<file path="src/rtl/riscv_pkg.sv">
// Shared types for the register-file write path: the write request record,
// the write-arbiter state encoding and register-address width constants.
package riscv_pkg;

  localparam int unsigned REG_ADDR_W = 5;
  // Widest register data the shared write record can carry; users narrow it.
  localparam int unsigned XLEN_MAX   = 64;
  localparam int unsigned CNT_W      = 4;

  typedef struct packed {
    logic                  valid;
    logic [REG_ADDR_W-1:0] rd;
    logic [XLEN_MAX-1:0]   data;
  } wr_req_t;

  typedef enum logic {
    S_NORMAL = 1'b0,
    S_FORCE  = 1'b1
  } arb_state_e;

endpackage

</file>
<file path="src/rtl/regfile_write_arbiter.sv">
// Arbitrates the single register-file write port between writeback (fixed
// priority) and the long-latency unit, with a starvation-driven forced slot.
module regfile_write_arbiter
  import riscv_pkg::*;
#(
  parameter int unsigned XLEN         = 64,
  parameter int unsigned STARVE_LIMIT = 4
) (
  input  logic                  clk_i,
  input  logic                  rst_ni,
  input  logic                  wb_valid_i,
  input  logic [REG_ADDR_W-1:0] wb_rd_i,
  input  logic [XLEN-1:0]       wb_data_i,
  output logic                  wb_ready_o,
  input  logic                  lu_valid_i,
  input  logic [REG_ADDR_W-1:0] lu_rd_i,
  input  logic [XLEN-1:0]       lu_data_i,
  output logic                  lu_ready_o,
  output logic                  wr_reg_en_o,
  output logic [REG_ADDR_W-1:0] wr_rd_o,
  output logic [XLEN-1:0]       wr_data_o,
  output logic                  stall_o
);

  localparam logic [CNT_W-1:0] LIMIT = CNT_W'(STARVE_LIMIT);

  arb_state_e       state_q, state_d;
  logic [CNT_W-1:0] wait_cnt_q, wait_cnt_d;
  logic [CNT_W-1:0] wait_cnt_inc;
  wr_req_t          wr_q, wr_d;
  logic             wb_req, lu_req;

  // x0 destinations are accepted but never become real requests.
  assign wb_req = wb_valid_i && (wb_rd_i != '0);
  assign lu_req = lu_valid_i && (lu_rd_i != '0);

  // NOTE: sequential state uses non-blocking assignments only, so every flop
  // samples the pre-edge values of its neighbours regardless of block order.
  always_ff @(posedge clk_i or negedge rst_ni) begin
    if (!rst_ni) begin
      state_q    <= S_NORMAL;
      wait_cnt_q <= '0;
      wr_q       <= '0;
    end else begin
      state_q    <= state_d;
      wait_cnt_q <= wait_cnt_d;
      wr_q       <= wr_d;
    end
  end

  // NOTE: every signal written here gets a default first, so no path through
  // the case can leave it unassigned and infer a latch.
  always_comb begin
    state_d      = S_NORMAL;
    wait_cnt_d   = wait_cnt_q;
    wr_d         = '0;
    wait_cnt_inc = (wait_cnt_q == LIMIT) ? wait_cnt_q : wait_cnt_q + CNT_W'(1);

    unique case (state_q)
      S_NORMAL: begin
        if (wb_req) begin
          wr_d.valid = 1'b1;
          wr_d.rd    = wb_rd_i;
          wr_d.data  = XLEN_MAX'(wb_data_i);
        end else if (lu_req) begin
          wr_d.valid = 1'b1;
          wr_d.rd    = lu_rd_i;
          wr_d.data  = XLEN_MAX'(lu_data_i);
        end

        // Denied only when a real WB write takes the port; an x0 WB never blocks.
        if (lu_valid_i && wb_req) begin
          wait_cnt_d = wait_cnt_inc;
          if (wait_cnt_inc == LIMIT) state_d = S_FORCE;
        end else if (lu_valid_i) begin
          wait_cnt_d = '0;
        end
      end

      S_FORCE: begin
        if (lu_req) begin
          wr_d.valid = 1'b1;
          wr_d.rd    = lu_rd_i;
          wr_d.data  = XLEN_MAX'(lu_data_i);
        end
        wait_cnt_d = '0;
      end

      default: ;
    endcase
  end

  // Handshake outputs depend only on state and live inputs; reset holds
  // state_q at S_NORMAL, which gives the required in-reset ready values.
  always_comb begin
    stall_o    = 1'b0;
    wb_ready_o = 1'b1;
    lu_ready_o = lu_valid_i && !wb_req;
    if (state_q == S_FORCE) begin
      stall_o    = 1'b1;
      wb_ready_o = 1'b0;
      lu_ready_o = lu_valid_i;
    end
  end

  assign wr_reg_en_o = wr_q.valid;
  assign wr_rd_o     = wr_q.rd;
  assign wr_data_o   = XLEN'(wr_q.data);

endmodule

</file>
<file path="config.mk">
export PLATFORM = sky130hd
export DESIGN_NAME = regfile_write_arbiter
export DESIGN_NICKNAME = d
export VERILOG_FILES = /design/src/rtl/riscv_pkg.sv /design/src/rtl/regfile_write_arbiter.sv
export SDC_FILE = /design/constraint.sdc
export NUM_CORES = 1
export LEC_CHECK = 0
export BUFFER_PORTS_ARGS = -buffer_cell sky130_fd_sc_hd__buf_4
export CAP_MARGIN = 20
export CORE_MARGIN = 5
export CORE_UTILIZATION = 45
export CTS_BUF_LIST = sky130_fd_sc_hd__clkbuf_16
export DETAILED_ROUTE_END_ITERATION = 8
export PLACE_DENSITY_LB_ADDON = 0.05
export RECOVER_POWER = 100
export SLEW_MARGIN = 5
export SYNTH_ARGS = -nofsm -noshare
export SYNTH_HDL_FRONTEND = slang
export SYNTH_SLANG_ARGS = --single-unit
</file>
<file path="constraint.sdc">
create_clock -name clk_i -period 5 [get_ports clk_i]
set_input_delay 1 -clock clk_i [delete_from_list [all_inputs] [get_ports clk_i]]
set_output_delay 1 -clock clk_i [all_outputs]
set_load 0.02 [all_outputs]
</file>
## Yosys cells after proc, flatten, opt, wreduce, memory -nomap -nowiden

Index checks and enable logic that the tools add are counted.

- Bits in registers: 75
- Bits in latches: 0
- Memory bits (writable): 0
- ROM bits: 0
- Output and inout port bits: 73
- Word-level logic and storage cells: 30
- Memories kept: 0

- Add/sub/neg operators: 1
- $mul: 0
- Divide/modulo/power cells: 0
- Order comparisons: 0
- Equal/unequal tests: 3
- Shift operators: 0
- Muxes and demuxes: 13
- Bitwise gates (word level): 1
- Reductions and logical operators: 7

Operators with widths:

| kind | count |
|---|---|
| 2-to-1 mux 70 bit | 2 |
| one-hot mux 70 bit (2 select lines) | 1 |
| 2-to-1 mux 4 bit | 3 |
| nonzero test 5 bit | 2 |
| == test 4 x 3 -> 1 bit (second input constant) | 2 |
| one-hot mux 4 bit (2 select lines) | 1 |
| 2-to-1 mux 1 bit | 6 |
| adder 4 x 1 -> 4 bit (second input constant) | 1 |
| logical AND 1 bit | 4 |
| != test 3 bit (second input constant) | 1 |
| logical NOT 1 bit | 1 |
| NOT 1 bit | 1 |

## Longest topological paths before layout

Gate-level depths: netlist (run 1).

- Depth in word-level cells: 6
- Depth in mapped cells: 6
- Mapped depth without buffers: 5

## Worst setup path after synthesis (run 1)

Ideal clock, no wire load.

- Path type: input port to output port
- From: input wb_rd_i[1]
- To: output lu_ready_o
- Data arrival time: 2315 ps
- Required time: 4000 ps
- Slack: 1685 ps
- Stages: 5
- Path buffers: 2
- Cells stage by stage: or4_4 > o21a_1 > buf_6 > buf_6 > nor2_1

- Cells in the longest elaborated chain, start to end: 5

Ends and longest elaborated chain:

| what | line | source |
|---|---|---|
| start: declaration | regfile_write_arbiter.sv:12 | `input logic [REG_ADDR_W-1:0] wb_rd_i,` |
| nonzero test 5 bit | regfile_write_arbiter.sv:34 | `assign wb_req = wb_valid_i && (wb_rd_i != '0);` |
| logical AND 1 bit | regfile_write_arbiter.sv:34 |  |
| logical NOT 1 bit | regfile_write_arbiter.sv:98 | `lu_ready_o = lu_valid_i && !wb_req;` |
| logical AND 1 bit | regfile_write_arbiter.sv:98 |  |
| 2-to-1 mux 1 bit | regfile_write_arbiter.sv:99 | `if (state_q == S_FORCE) begin` |
| end: declaration | regfile_write_arbiter.sv:18 | `output logic lu_ready_o,` |

Every way passes these cells.

## Worst setup path in the final report (run 1)

- From: input wb_rd_i[2]
- To: output lu_ready_o

Same word-level chain as after synthesis.

==> results of run 1 <==
==> layout by cell type, fill, tap and decap left out <==
master and n:
clkbuf_1 74, nand2_1 71, nor2_4 1, a31o_2 1, o31ai_2 3, nor2_1 2
a32o_1 2, nor2b_4 1, o21ai_0 8, clkinv_1 3, or4_4 1, bufinv_16 1
clkinv_2 2, buf_4 142, or4_1 1, o31ai_1 62, ha_1 2, and3_1 1
mux2i_1 2, o211ai_1 64, nand3b_1 2, o32ai_1 3, nand3_1 2, o21a_2 1
clkinvlp_4 1, clkbuf_16 9, nor2b_1 1, nor3b_1 1, inv_1 5, a2111oi_0 1
nand2b_1 1, dfrtp_1 75, clkbuf_2 2
==> logic make-up after synthesis <==
kind of cell               share of synthesized area
AOI/OAI and AO/OA                             0.3180
adders and majority gates                   0.006860
buffers and inverters                        0.05798
DFF                                           0.5146
muxes                                       0.005489
and+or+nand+nor                              0.09709
==> power by group <==
part | leakage, nW | switching (mW) | internal, mW
logic | 1.22 | 0.202 | 0.136
registers | 0.940 | 0.0182 | 0.657
clock network | 0.138 | 0.243 | 0.379
==> stage by stage <==
step | utilization | power [mW] | setup WS (ns) | hold WS, ns | instance area, µm²
detailed placement | 0.6705 | 1.075 | 1.433 | 0.6277 | 5235
finish | 0.6623 | 1.636 | 1.371 | 0.6358 | 5171
global placement | 0.6705 | 1.068 | 1.436 | 0.6043 | 5235
floorplan | - | 0.8709 | 1.685 | 0.5670 | 3647
CTS | 0.7069 | 1.700 | 1.423 | 0.6352 | 5519
global route | 0.6623 | 1.715 | 1.286 | 0.6713 | 5171
==> layer usage <==
metal	up-vias	global-route usage
met3	24	0.08478
met4	0	0.09534
met1	1718	0.2947
met5	-	0
li1	1707	-
met2	159	0.3751
==> worst reg2reg max path, cell delays in order, from the launching register on <==
cell and delay (ns):
dfrtp_1 0.48, nor2b_4 0.16, buf_4 0.59, o21ai_0 0.56, a2111oi_0 0.58
==> sequential cells by signal, indices dropped and copies added, names as in the netlist <==
signal       flops
state_q          1
wait_cnt_q       4
wr_data_o       64
wr_rd_o          5
wr_reg_en_o      1
==> cell type report <==
cell class                      count  share of cell area
Sequential cell                    75              0.3629
Clock buffer                        9             0.04355
Timing Repair Buffer              218              0.2618
Multi-Input combinational cell    234              0.2920
Tap cell                          102             0.02468
Inverter                            5            0.003629
Clock inverter                      7             0.01137
==> final timing paths <==
kind | to | slack (ns) | depth (start not counted)
worst max-delay path | lu_ready_o | 1.37 | 5
worst min-delay path | wait_cnt_q[2]$_DFFE_PN0P_ | 0.64 | 2
worst max register to register | state_q$_DFF_PN0_ | 2.47 | 4
worst min register to register | wait_cnt_q[2]$_DFFE_PN0P_ | 0.64 | 2
max in group asynchronous | wr_rd_o[0]$_DFF_PN0_ | 2.69 | 1
min in group asynchronous | wr_data_o[10]$_DFF_PN0_ | 1.16 | 1
==> metrics.md, run 1 <==
| Metric | Value |
|---|---|
| Antenna Cells | `0` |
| Initial drt markers | `176` |
| DR vias/cell | `5.551` |
| Initial antenna violation count | `0` |
| WP buf/inv | `2` |
| Slew HR | `-0.2597` |
| I/O Buffers | `214` |
| YS warnings | `0` |
| Vias in the first global route | `3693` |
| Die width | `100.0 µm` |
| Final Hold Fails | `0` |
| Final period util | `0.7258` |
| DP Cell Count | `634` |
| Met1 wire length | `4.628 mm` |
| CP max FO | `66` |
| Setup CP Type | `primary input to output pin` |
| Register area | `1877 µm²` |
| Ys flop type | `dfrtp_1` |
| CTS buffer count | `9` |
| PwrDens | `316.3 nW/µm²` |
| Layout cells sized above 1 | `0.3011` |
| Setup tns final | `0 ns` |
| Critical Path AT | `2.63 ns` |
| First-pass GRT wire length | `18.78 mm` |
| Clock Sinks | `75` |
| Final Skew | `0.004911 ns` |
| I/O pin total | `215` |
| Area grow syn2layout | `41.78%` |
| DRT Pass-1 Iters | `4` |
| Clk_lat worst skew | `0.33 ns` |
| Asr flop ratio synth | `1.000` |
| Footprint of the multi-input gates | `1510 µm²` |
| Synth cell types | `28` |
| Hold Startpoint | `wait_cnt_q[2]$_DFFE_PN0P_` |
| FF-to-FF Start | `state_q$_DFF_PN0_` |
| Crit path required time | `4.00 ns` |
| Fmax | `275.5 MHz` |
| H-tree levels | `3` |
| Post-CTS Setup Repair Bufs | `0` |
| Antenna Nets Post-Route | `0` |
| CP startpoint kind | `primary input` |
| Fin cells | `650` |
| Syn Inst Count | `358` |
| Leakage | `2.299 nW` |
| Worst setup EP type | `output pin` |
| Failing checks | `capacitance limit, slew limit` |
| Cell chain of the critical path | `buf_4 -> or4_4 -> o21a_2 -> nor2_1 -> clkbuf_1` |
| Die Y | `100.0 µm` |
| Synth area leader | `dfrtp_1` |
| Core area | `7807 µm²` |
| Top post-synthesis cells by area | `dfrtp_1, o211ai_1, o31ai_1, nand2_1, o31ai_2` |
| Mean Syn Cell Area | `10.19 µm²` |
| Grt ovf | `0` |
| CTS resizes | `0` |
| Post-route minimum period | `3.629 ns` |
| Total die area | `10010 µm²` |
| Dpl hpwl | `7.762 mm` |
| Top Metal Used | `met4` |
| VDD IR max | `223.5 µV` |
| Avg WL per Cell | `18.68 µm` |
| Post-route DRC | `0` |
| Final setup violation count | `0` |
| Final WL | `12.15 mm` |
| Via count | `3608` |
| Critical path's slowest cell | `or4_4` |
| Status | `finished with violations` |
| Synth Net Count | `502` |
| Mapped cell area | `3647 µm²` |
| Top-area cell type share of the netlist area | `0.5146` |
| Most common cell in the netlist | `dfrtp_1` |
| Fill cell count | `701` |
| Initial Utilization | `0.4671` |
| Post-synth top cells | `dfrtp_1, nand2_1, o211ai_1, o31ai_1, clkbuf_1` |
| Root buffer cell | `clkbuf_16` |
| RSZ-0062 raised after global routing | `false` |
| GRT Util Overall | `0.2364` |
| Nets | `687` |
| Synth Register Bits | `75` |
| Gpl congestion | `0.8464` |
| CTS tree | `done` |
| WL met3 | `1.102 mm` |
| Register area share after synthesis | `0.5146` |
| Max-capacitance violation count | `1` |
| Slew Viols, Final | `76` |
| Hold Crit Class | `flop to flop` |
| Post-synth EDFFs | `0` |
| Least-Margin Pin Slew | `1.890 ns` |
| Hold_buf cts | `0` |
| Crit path max-delay family | `simple AND/OR/NAND/NOR gates` |
| Crit path largest cell delay | `0.83 ns` |
| Max clock buf depth | `2` |
| Worst setup path startpoint | `wb_rd_i[2]` |
| Met2 WL | `6.047 mm` |
| Number of core rows | `32` |
| Largest net degree at the start of global routing | `76` |
| Clock-pin slew on the worst setup and hold paths | `0.06 ns` |
No activity file was read; power rests on OpenSTA's default activity.
==> run 2: changes to the inputs <==
- CORE_UTILIZATION: 45 -> 44
- clock period: 5 -> 3.65 ns (I/O delays scaled with it)
==> metrics.md, run 2 (synthesis gave the netlist of run 1 again) <==
| Metric | Value |
|---|---|
| Status | `finished with violations` |
| Failing checks | `capacitance limit, slew limit` |
| Hold_buf cts | `0 (unchanged)` |
| Layout cells sized above 1 | `0.3049 (+0.003805)` |
| Clock power share | `0.374 (-0.006)` |
| Vias in the first global route | `3725 (+0.87%)` |
| Initial drt markers | `186 (+5.7%)` |
| GRT Util Overall | `0.2409 (+0.004413)` |
| Least-Margin Pin Slew | `1.903 ns (+0.01376 ns)` |
| Final Hold Fails | `0 (unchanged)` |
| Initial Utilization | `0.4484 (-0.01875)` |
| I/O Buffers | `214 (unchanged)` |
| Gpl congestion | `0.8920 (+5.4%)` |
| Final setup violation count | `0 (unchanged)` |
| Grt ovf | `0 (unchanged)` |
| DRT Pass-1 Iters | `4 (unchanged)` |
| CP startpoint kind | `primary input` |
| H-tree levels | `3 (unchanged)` |
| CTS buffer count | `9 (unchanged)` |
| Post-route minimum period | `2.727 ns` |
| Hold Crit Class | `primary input to flop` |
| Max clock buf depth | `2 (unchanged)` |
| Crit path max-delay family | `buffers and inverters` |
| PwrDens | `428.8 nW/µm² (+36%)` |
| Slew HR | `-0.2689 (-0.009174)` |
| Crit path largest cell delay | `0.78 ns (-0.05 ns)` |
| Antenna Cells | `0 (unchanged)` |
| Fin cells | `656 (+0.92%)` |
| Slew Viols, Final | `76 (unchanged)` |
| Number of flip-flops in the largest register | `64 (unchanged)` |
| Largest net degree at the start of global routing | `76 (unchanged)` |
| Via count | `3678 (+1.9%)` |
| Clock Sinks | `75 (unchanged)` |
| Final Skew | `0.005420 ns (+0.0005095 ns)` |
| VDD IR max | `261.0 µV (+17%)` |
| Pwr Total | `2.231 mW (+36%)` |
| WP buf/inv | `2 (unchanged)` |
| Fill cell count | `729 (+4.0%)` |
| Crit path required time | `3.85 ns (-0.15 ns)` |
| Cell chain of the critical path | `clkbuf_4 -> or4_1 -> o21a_2 -> clkbuf_2 -> o31ai_1` |
| Fmax | `366.7 MHz` |
| CTS tree | `done` |
| Commonest non-fill, non-tap cell in the layout | `buf_4` |
| Final period util | `0.7470` |
| Leakage | `2.332 nW (+1.5%)` |
| Setup CP Type | `primary input to flop` |
| Die width | `101.0 µm (+1.0%)` |
| CTS resizes | `0 (unchanged)` |
| Register area | `1877 µm² (unchanged)` |
| Post-route DRC | `0 (unchanged)` |
| Critical Path AT | `2.93 ns (+0.30 ns)` |
| Die Y | `101.0 µm (+1.0%)` |
| First-pass GRT wire length | `19.26 mm (+2.5%)` |
| Final WL | `12.39 mm (+2.0%)` |
| Core area | `8134 µm² (+4.2%)` |
| I/O pin total | `215 (unchanged)` |
| Post-CTS Setup Repair Bufs | `0 (unchanged)` |
| Clk_lat worst skew | `0.32 ns (about the same)` |
| Worst setup EP type | `flop` |
| Finished Cell Area | `5202 µm² (+0.60%)` |
| Setup tns final | `0 ns (unchanged)` |
| Commonest cells after routing, fill and taps aside | `buf_4, dfrtp_1, clkbuf_1` |
| CP max FO | `67 (+1.5%)` |
| Total die area | `10210 µm² (+2.0%)` |
| Final hold slack | `0.6320 ns (-0.003848 ns)` |
| Initial antenna violation count | `0 (unchanged)` |
| Max-capacitance violation count | `1 (unchanged)` |
| Antenna Nets Post-Route | `0 (unchanged)` |
| Combinational power share | `0.211 (+0.004)` |
| Root buffer cell | `clkbuf_16` |
| P_int | `1.606 mW (+37%)` |
| DR vias/cell | `5.607 (+1.0%)` |
| Dpl hpwl | `8.356 mm (+7.6%)` |
| Flop pwr share | `0.415 (+0.002)` |
| Placed Instance Area | `5261 µm² (+0.50%)` |
| Footprint of the multi-input gates | `1516 µm² (+0.41%)` |
| RSZ-0062 raised after global routing | `false` |
| Critical path's slowest cell | `clkbuf_2` |
| Sw power | `624.8 µW (+35%)` |
| Switching Fraction | `0.2801 (-0.002762)` |
| DP Cell Count | `640 (+0.95%)` |
| Clock-pin slew on the worst setup and hold paths | `0.06 ns (about the same)` |
| Avg WL per Cell | `18.89 µm (+1.1%)` |
| Area grow syn2layout | `42.64%` |
| Number of core rows | `33 (+3.1%)` |
| Nets | `690 (+0.44%)` |
[run 2: cell type report]
cell class | count | area share
inverters | 5 | 0.003608
multi-input cells | 234 | 0.2915
flip-flops and latches | 75 | 0.3608
clock buffers | 9 | 0.04329
well taps | 105 | 0.02525
repair buffers | 221 | 0.2653
clock inverters | 7 | 0.01034
[run 2: layer usage]
| layer | global-route usage | wire length [µm] | vias up |
|---|---|---|---|
| met3 | 0.07474 | 1231 | 20 |
| met4 | 0.09918 | 282 | 0 |
| met2 | 0.3984 | 6202 | 162 |
| li1 | - | - | 1719 |
| met1 | 0.2907 | 4676 | 1777 |
| met5 | 0 | 0 | - |
[run 2: worst paths after layout]
path	slack [ns]	from	cells after the start	endpoint
min in group asynchronous	0.91	rst_ni	1	wr_data_o[63]$_DFF_PN0_
worst min-delay path	0.63	wb_rd_i[2]	3	wr_rd_o[2]$_DFF_PN0_
worst max register to register	0.98	state_q$_DFF_PN0_	5	wr_data_o[29]$_DFF_PN0_
worst max-delay path	0.92	wb_rd_i[1]	5	wr_data_o[29]$_DFF_PN0_
worst min register to register	0.63	wait_cnt_q[1]$_DFFE_PN0P_	2	wait_cnt_q[1]$_DFFE_PN0P_
max in group asynchronous	1.59	rst_ni	1	wr_data_o[3]$_DFF_PN0_
[run 2: worst min-delay path, delay by kind of cell]
kind	cells	cell delay, ns
buffers and inverters	1	0.08
AND/OR/NAND/NOR	1	0.04
AO/OA/AOI/OAI	1	0.06
[run 2: power by group through the flow]
stage	clock network [mW]	logic (mW)	registers [mW]
detailed placement	0	0.538	0.942
global placement	0	0.528	0.941
CTS	0.852	0.539	0.928
finish	0.834	0.471	0.926
global route	0.890	0.515	0.933
floorplan	0	0.170	1.02
[run 2: metrics by stage]
step	setup WS, ns	util
after floorplan	0.8747	-
after global placement	1.106	0.6468
after detailed placement	1.061	0.6468
after CTS	1.086	0.6811
after global routing	0.7506	0.6396
final	0.9233	0.6396
